<file path="src/rtl/dcache_if.sv">
// CPU-side and memory-side signal bundle for the direct-mapped data cache.
//
// Handshake rules:
// - CPU side: cpu_stall_o is the not-ready signal. An access presented with
//   cpu_req_i is accepted on the first rising edge where cpu_stall_o is low.
//   The pipeline holds all cpu_* inputs stable while stalled.
// - Memory side: mem_req_o acts as valid. The controller holds mem_we_o,
//   mem_addr_o and mem_data_o stable while it waits. mem_ack_i is a one-cycle
//   pulse that completes the transaction on the edge where it is sampled.
interface dcache_if #(
    parameter int LINE_W = 256
);
    logic              cpu_req_i;
    logic              cpu_we_i;
    logic [31:0]       cpu_addr_i;
    logic [31:0]       cpu_data_i;
    logic [31:0]       cpu_data_o;
    logic              cpu_stall_o;
    logic              mem_req_o;
    logic              mem_we_o;
    logic [31:0]       mem_addr_o;
    logic [LINE_W-1:0] mem_data_o;
    logic [LINE_W-1:0] mem_data_i;
    logic              mem_ack_i;

    // The environment: CPU pipeline plus backing memory.
    modport master (
        output cpu_req_i, cpu_we_i, cpu_addr_i, cpu_data_i, mem_data_i, mem_ack_i,
        input  cpu_data_o, cpu_stall_o, mem_req_o, mem_we_o, mem_addr_o, mem_data_o
    );

    // The cache controller.
    modport slave (
        input  cpu_req_i, cpu_we_i, cpu_addr_i, cpu_data_i, mem_data_i, mem_ack_i,
        output cpu_data_o, cpu_stall_o, mem_req_o, mem_we_o, mem_addr_o, mem_data_o
    );
endinterface

</file>
<file path="src/rtl/dcache_controller.sv">
// Direct-mapped, write-back, write-allocate data cache controller.
// Hits resolve combinationally in IDLE with no stall. A miss stalls the CPU,
// optionally writes back the dirty victim line, then refills the line. The
// access completes as a hit in the IDLE cycle that follows the refill.
module dcache_controller #(
    parameter int LINES  = 16,
    parameter int LINE_W = 256
) (
    input  logic        clk_i,
    input  logic        rst_i,
    dcache_if.slave     bus,
    output logic [1:0]  dbg_state_o,
    output logic [31:0] dbg_hit_cnt_o,
    output logic [31:0] dbg_miss_cnt_o
);
    localparam int WORDS  = LINE_W / 32;
    localparam int WSEL_W = $clog2(WORDS);
    localparam int OFF_W  = WSEL_W + 2;
    localparam int IDX_W  = $clog2(LINES);
    localparam int TAG_W  = 32 - IDX_W - OFF_W;

    typedef enum logic [1:0] {
        IDLE      = 2'd0,
        WRITEBACK = 2'd1,
        ALLOCATE  = 2'd2
    } state_t;

    state_t             state_q;
    logic [LINES-1:0]   valid_q;
    logic [LINES-1:0]   dirty_q;
    logic [TAG_W-1:0]   tag_q  [LINES];
    logic [LINE_W-1:0]  data_q [LINES];

    logic [31:0]        hit_cnt_q;
    logic [31:0]        miss_cnt_q;
    logic               refill_q;      // set for the one IDLE cycle after a refill
    logic [TAG_W-1:0]   miss_tag_q;
    logic [IDX_W-1:0]   miss_idx_q;

    logic               mem_req_q;
    logic               mem_we_q;
    logic [31:0]        mem_addr_q;
    logic [LINE_W-1:0]  mem_data_q;

    logic [WSEL_W-1:0]  addr_wsel;
    logic [IDX_W-1:0]   addr_idx;
    logic [TAG_W-1:0]   addr_tag;
    logic [WSEL_W+4:0]  bit_off;
    logic [LINE_W-1:0]  sel_line;
    logic [31:0]        sel_word;
    logic               in_idle;
    logic               hit;
    logic               unused_addr_bits;

    assign addr_wsel = bus.cpu_addr_i[OFF_W-1:2];
    assign addr_idx  = bus.cpu_addr_i[OFF_W+IDX_W-1:OFF_W];
    assign addr_tag  = bus.cpu_addr_i[31:OFF_W+IDX_W];
    assign bit_off   = {addr_wsel, 5'b00000};
    assign sel_line  = data_q[addr_idx];
    assign sel_word  = sel_line[bit_off +: 32];
    assign in_idle   = (state_q == IDLE);

    // Byte-lane bits never select anything: accesses are whole words.
    assign unused_addr_bits = ^bus.cpu_addr_i[1:0];

    // Tag compare, load data and stall are combinational so hits cost no cycle.
    always_comb begin
        hit = bus.cpu_req_i & valid_q[addr_idx] & (tag_q[addr_idx] == addr_tag);
        bus.cpu_data_o  = (in_idle && hit && !bus.cpu_we_i) ? sel_word : 32'd0;
        bus.cpu_stall_o = !in_idle || (bus.cpu_req_i && !hit);
    end

    assign bus.mem_req_o  = mem_req_q;
    assign bus.mem_we_o   = mem_we_q;
    assign bus.mem_addr_o = mem_addr_q;
    assign bus.mem_data_o = mem_data_q;

    assign dbg_state_o    = state_q;
    assign dbg_hit_cnt_o  = hit_cnt_q;
    assign dbg_miss_cnt_o = miss_cnt_q;

    // Controller FSM: line arrays, counters and registered memory-side outputs.
    always_ff @(posedge clk_i) begin
        if (rst_i) begin
            state_q    <= IDLE;
            valid_q    <= '0;
            dirty_q    <= '0;
            hit_cnt_q  <= 32'd0;
            miss_cnt_q <= 32'd0;
            refill_q   <= 1'b0;
            mem_req_q  <= 1'b0;
            mem_we_q   <= 1'b0;
        end else begin
            case (state_q)
                IDLE: begin
                    refill_q <= 1'b0;
                    if (bus.cpu_req_i) begin
                        if (hit) begin
                            // The hit that finishes a refilled miss was already counted as a miss.
                            if (!refill_q) begin
                                hit_cnt_q <= hit_cnt_q + 32'd1;
                            end
                            if (bus.cpu_we_i) begin
                                data_q[addr_idx][bit_off +: 32] <= bus.cpu_data_i;
                                dirty_q[addr_idx] <= 1'b1;
                            end
                        end else begin
                            miss_cnt_q <= miss_cnt_q + 32'd1;
                            miss_tag_q <= addr_tag;
                            miss_idx_q <= addr_idx;
                            mem_req_q  <= 1'b1;
                            if (valid_q[addr_idx] && dirty_q[addr_idx]) begin
                                state_q    <= WRITEBACK;
                                mem_we_q   <= 1'b1;
                                mem_addr_q <= {tag_q[addr_idx], addr_idx, {OFF_W{1'b0}}};
                                mem_data_q <= data_q[addr_idx];
                            end else begin
                                state_q    <= ALLOCATE;
                                mem_we_q   <= 1'b0;
                                mem_addr_q <= {addr_tag, addr_idx, {OFF_W{1'b0}}};
                            end
                        end
                    end
                end
                WRITEBACK: begin
                    if (bus.mem_ack_i) begin
                        state_q    <= ALLOCATE;
                        mem_we_q   <= 1'b0;
                        mem_addr_q <= {miss_tag_q, miss_idx_q, {OFF_W{1'b0}}};
                    end
                end
                ALLOCATE: begin
                    if (bus.mem_ack_i) begin
                        data_q[miss_idx_q]  <= bus.mem_data_i;
                        tag_q[miss_idx_q]   <= miss_tag_q;
                        valid_q[miss_idx_q] <= 1'b1;
                        dirty_q[miss_idx_q] <= 1'b0;
                        mem_req_q <= 1'b0;
                        refill_q  <= 1'b1;
                        state_q   <= IDLE;
                    end
                end
                default: begin
                    state_q   <= IDLE;
                    mem_req_q <= 1'b0;
                    mem_we_q  <= 1'b0;
                end
            endcase
        end
    end
endmodule

</file>
<file path="src/flat_wrapper.sv">
// flat-port wrapper written by rule: the top's interface ports become plain ports
module dcache_controller_flat 
#(
    parameter int LINES  = 16,
    parameter int LINE_W = 256
)
  (clk_i, rst_i, dbg_state_o, dbg_hit_cnt_o, dbg_miss_cnt_o, bus_cpu_req_i, bus_cpu_we_i, bus_cpu_addr_i, bus_cpu_data_i, bus_mem_data_i, bus_mem_ack_i, bus_cpu_data_o, bus_cpu_stall_o, bus_mem_req_o, bus_mem_we_o, bus_mem_addr_o, bus_mem_data_o);
  dcache_if #(.LINE_W(LINE_W)) bus_i ();
  input  logic clk_i;
  input  logic rst_i;
  output logic [1:0] dbg_state_o;
  output logic [31:0] dbg_hit_cnt_o;
  output logic [31:0] dbg_miss_cnt_o;
  input wire logic [$bits(bus_i.cpu_req_i)-1:0] bus_cpu_req_i;
  input wire logic [$bits(bus_i.cpu_we_i)-1:0] bus_cpu_we_i;
  input wire logic [$bits(bus_i.cpu_addr_i)-1:0] bus_cpu_addr_i;
  input wire logic [$bits(bus_i.cpu_data_i)-1:0] bus_cpu_data_i;
  input wire logic [$bits(bus_i.mem_data_i)-1:0] bus_mem_data_i;
  input wire logic [$bits(bus_i.mem_ack_i)-1:0] bus_mem_ack_i;
  output wire logic [$bits(bus_i.cpu_data_o)-1:0] bus_cpu_data_o;
  output wire logic [$bits(bus_i.cpu_stall_o)-1:0] bus_cpu_stall_o;
  output wire logic [$bits(bus_i.mem_req_o)-1:0] bus_mem_req_o;
  output wire logic [$bits(bus_i.mem_we_o)-1:0] bus_mem_we_o;
  output wire logic [$bits(bus_i.mem_addr_o)-1:0] bus_mem_addr_o;
  output wire logic [$bits(bus_i.mem_data_o)-1:0] bus_mem_data_o;
  assign bus_i.cpu_req_i = bus_cpu_req_i;
  assign bus_i.cpu_we_i = bus_cpu_we_i;
  assign bus_i.cpu_addr_i = bus_cpu_addr_i;
  assign bus_i.cpu_data_i = bus_cpu_data_i;
  assign bus_i.mem_data_i = bus_mem_data_i;
  assign bus_i.mem_ack_i = bus_mem_ack_i;
  assign bus_cpu_data_o = bus_i.cpu_data_o;
  assign bus_cpu_stall_o = bus_i.cpu_stall_o;
  assign bus_mem_req_o = bus_i.mem_req_o;
  assign bus_mem_we_o = bus_i.mem_we_o;
  assign bus_mem_addr_o = bus_i.mem_addr_o;
  assign bus_mem_data_o = bus_i.mem_data_o;
  dcache_controller #(.LINES(LINES), .LINE_W(LINE_W)) u_core (.clk_i(clk_i), .rst_i(rst_i), .bus(bus_i), .dbg_state_o(dbg_state_o), .dbg_hit_cnt_o(dbg_hit_cnt_o), .dbg_miss_cnt_o(dbg_miss_cnt_o));
endmodule
</file>
<file path="config.mk">
export PLATFORM = sky130hd
export DESIGN_NAME = dcache_controller_flat
export DESIGN_NICKNAME = d
export VERILOG_FILES = /design/src/rtl/dcache_if.sv /design/src/rtl/dcache_controller.sv /design/src/flat_wrapper.sv
export SDC_FILE = /design/constraint.sdc
export NUM_CORES = 2
export LEC_CHECK = 0
export BUFFER_PORTS_ARGS = -buffer_cell sky130_fd_sc_hd__buf_2
export CORE_MARGIN = 2
export CORE_UTILIZATION = 45
export DETAILED_ROUTE_END_ITERATION = 10
export PLACE_DENSITY_LB_ADDON = 0.12
export REMOVE_ABC_BUFFERS = 1
export SLEW_MARGIN = 20
export SYNTH_ARGS = -nofsm -noshare
export SYNTH_HDL_FRONTEND = slang
export SYNTH_MEMORY_MAX_BITS = 65536
export SYNTH_SLANG_ARGS = --single-unit
</file>
<file path="constraint.sdc">
create_clock -name clk_i -period 27.3 [get_ports clk_i]
set_input_delay 1.365 -clock clk_i [delete_from_list [all_inputs] [get_ports clk_i]]
set_output_delay 1.365 -clock clk_i [all_outputs]
set_load 0.02 [all_outputs]
</file>
==> flow_summary.json <==
{
  "synth_edf_count": 4774,
  "finalSetupViolations": 0,
  "fin_nets": 10100,
  "synth_area_sq_um": 189000,
  "num-fill-cells": 32500,
  "drive_gt1_share_pct": 33.6,
  "drc": 0,
  "rsz0062_at_grt": "no",
  "cts_max_level": 6,
  "antenna_found_initial": 80,
  "grt_max_degree": 114,
  "fin_area_sq_um": 218000,
  "core_region_area_sq_um": 417000,
  "r2r_end": "u_core.bus.mem_data_o[5]",
  "path_clk_slew_ns": 0.05,
  "yosysWarnings": 0,
  "numCtsBuffers": 525,
  "avgViaCountPerCell": 6.22,
  "cp_slowest_stage_delay_ns": 0.83,
  "slew_viol_final": 0,
  "cts_tree": "done",
  "final_util_pct": 52.3,
  "wl_per_cell_microns": 38.9,
  "yosys.cell_count.top_type": "edfxtp_1",
  "path_max_fanout": 113,
  "ys_async_sr_fraction_pct": 0,
  "vias": 97700,
  "ctsResizeCount": 0,
  "syn_area_per_cell_sq_um": 21.9,
  "cts_num_sinks": 4875,
  "gp_congestion": 0.819,
  "die_y_microns": 652,
  "cpMostUsedCell": "buf_4",
  "grt_usage_pct": 28.4,
  "path_class": "input pin to primary output",
  "synth_top_cell_by_area": "edfxtp_1",
  "die-area_sq_um": 425000,
  "vdd_drop_max_mv": 0.0593,
  "status": "completed",
  "r2r_slack_ns": 21.75,
  "startpoint": "bus_cpu_addr_i[6]",
  "io_buffers": 706,
  "first_global_vias": 96300,
  "whs_ns": 0.454,
  "reg2reg_depth": 12,
  "yosysSeqAreaShare_pct": 77.0,
  "multi_input_area_sq_um": 42400,
  "fin_skew_ns": 0.0481,
  "regArea_sq_um": 145000,
  "hold_class": "flip-flop to flip-flop",
  "ant_nets": 0,
  "period_share_pct": 38.3,
  "totalNegativeSetupSlack_ns": 0,
  "yosysTopAreaCellShare_pct": 75.9,
  "post-cts-setup-buffers": 0,
  "synthTopCellsByArea": "edfxtp_1, mux4_2, nand2_1",
  "final_hold_viol_count": 0,
  "critPathArrivalTime_ns": 9.08,
  "endpoint_kind": "primary output",
  "holdBufCountCts": 0,
  "crit_path_start_kind": "input pin",
  "layout_min_cycle_time_ns": 10.45,
  "power_leakage_nw": 76.5,
  "grt_pass1_wl_microns": 818000,
  "cts_buffer_depth": 4,
  "ys_top_cells_by_count": "edfxtp_1, mux4_2, nand2_1, clkbuf_1, nor2_1",
  "netlist_instances": 8608,
  "p_per_area_nw_per_um2": 73.2,
  "hpwl_microns": 367000,
  "syn2layout_area_growth_pct": 15.5,
  "synth_top_flop_cell": "edfxtp_1",
  "crit-reg2reg-launch": "u_core.tag_q[14][21]",
  "synthDistinctLibCells": 70,
  "first_pass_iters": 6,
  "timing.fmax_ghz": 0.0957,
  "initial_core_util_pct": 45.3,
  "drv_cap": 0,
  "num_rows": 237,
  "die_x_microns": 652,
  "path_cells": "buf_12, buf_12, buf_4, buf_12, buf_4, buf_4, buf_4, mux4_2, mux4_2, mux4_2, nand2_1, a21oi_1, buf_2",
  "tightestPinTransition_ns": 1.25,
  "root_buffer": "clkbuf_16",
  "drt-initial-drc-count": 13000,
  "routed_wl_microns": 611000,
  "crit_slowest_cell": "buf_4",
  "slew_headroom_pct": 16.4,
  "critPathCapture": "bus_cpu_data_o[25]",
  "insertion_delay_ns": 1.05,
  "ios": 714,
  "overflow": 0,
  "place_area_sq_um": 201000,
  "worstPathRequired_ns": 25.93,
  "ys_seq_elements": 4875
}
state kept, by name, summed over array words and instances (netlist names), 4 cells and up:
register and count:
u_core.valid_q 16, u_core.miss_tag_q 23, u_core.miss_idx_q 4, u_core.dbg_miss_cnt_o 32, u_core.tag_q 368, u_core.dbg_hit_cnt_o 32
u_core.data_q 4096, u_core.bus.mem_addr_o 27, u_core.dirty_q 16, u_core.bus.mem_data_o 256
cell usage in the layout, fill, tap and decap left out, drive strengths merged, types with 34 or more instances in the layout:
cell / synthesis / final
a21oi: 91 / 91
buf: 216 / 1091
bufinv: 0 / 41
clkbuf: 269 / 638
clkinv: 0 / 210
dfxtp: 101 / 101
diode: 0 / 66
edfxtp: 4774 / 4774
inv: 33 / 55
mux2i: 91 / 91
mux4: 1396 / 1396
nand2: 610 / 610
nand3: 190 / 190
nor2: 243 / 243
o21ai: 166 / 166
or3: 34 / 34
power by group:
group,total [mW],switching (mW),internal [mW]
registers,8.24,0.0102,8.23
logic,0.807,0.558,0.248
clock network,6.92,2.91,4.01
critical path, delay by kind of cell:
kind / cells / cell delay (ns)
muxes: 3 / 1.67
AOI/OAI and AO/OA: 1 / 0.28
and+or+nand+nor: 1 / 0.29
buffers and inverters: 8 / 4.64
cell type report:
type	instances	share of cell area (%)
Tap cell	5497	3.15
Inverter	33	0.0614
Timing Repair Buffer	1091	3.01
Clock buffer	638	6.38
Multi-Input combinational cell	3219	19.5
Clock inverter	282	1.19
Antenna cell	66	0.0758
Sequential cell	4875	66.7
routing by layer:
layer | part of all wire [%] | up-vias | wire, microns | global-route usage, %
met1 | 38 | 53400 | 235000 | 38.6
met4 | 4.4 | 10 | 26600 | 11.6
li1 | - | 38600 | - | -
met2 | 48 | 4870 | 295000 | 45.2
met5 | 0.011 | - | 66 | 0
met3 | 9.0 | 803 | 55000 | 5.91
how the worst min path moves through the flow:
stage,from,to,cells past startpoint
5_1_grt,u_core.valid_q[1],u_core.valid_q[1],1
4_1_cts,u_core.valid_q[8],u_core.valid_q[8],1
2_1_floorplan,u_core.valid_q[8],u_core.valid_q[8],1
3_3_place_gp,u_core.valid_q[8],u_core.valid_q[8],1
3_5_place_dp,u_core.valid_q[8],u_core.valid_q[8],1
6_report,u_core.valid_q[0],u_core.valid_q[0],1
per-stage QoR:
stage / worst slack [ns] / std cells / total power [mW]
floorplan: 5.31 / 8127 / 8.72
global placement: 16.85 / 14700 / 9.19
detailed placement: 16.86 / 14700 / 9.21
CTS: 16.87 / 15600 / 16.1
global route: 16.61 / 15600 / 16.4
finish: 16.85 / 15700 / 16.0
cell families (layout without fill, tap and decap cells):
family	Yosys count	after routing	synth area share (%)
flops	4875	4875	77.0
mux	1497	1497	17.2
simple gates	1218	1218	2.84
buf+inv	518	2044	1.18
compound gates	454	454	1.58
xor+xnor	41	41	0.190
fa+ha+maj	4	4	0.0265
other cells	1	71	0.00199
No activity file was read; power rests on OpenSTA's default activity.
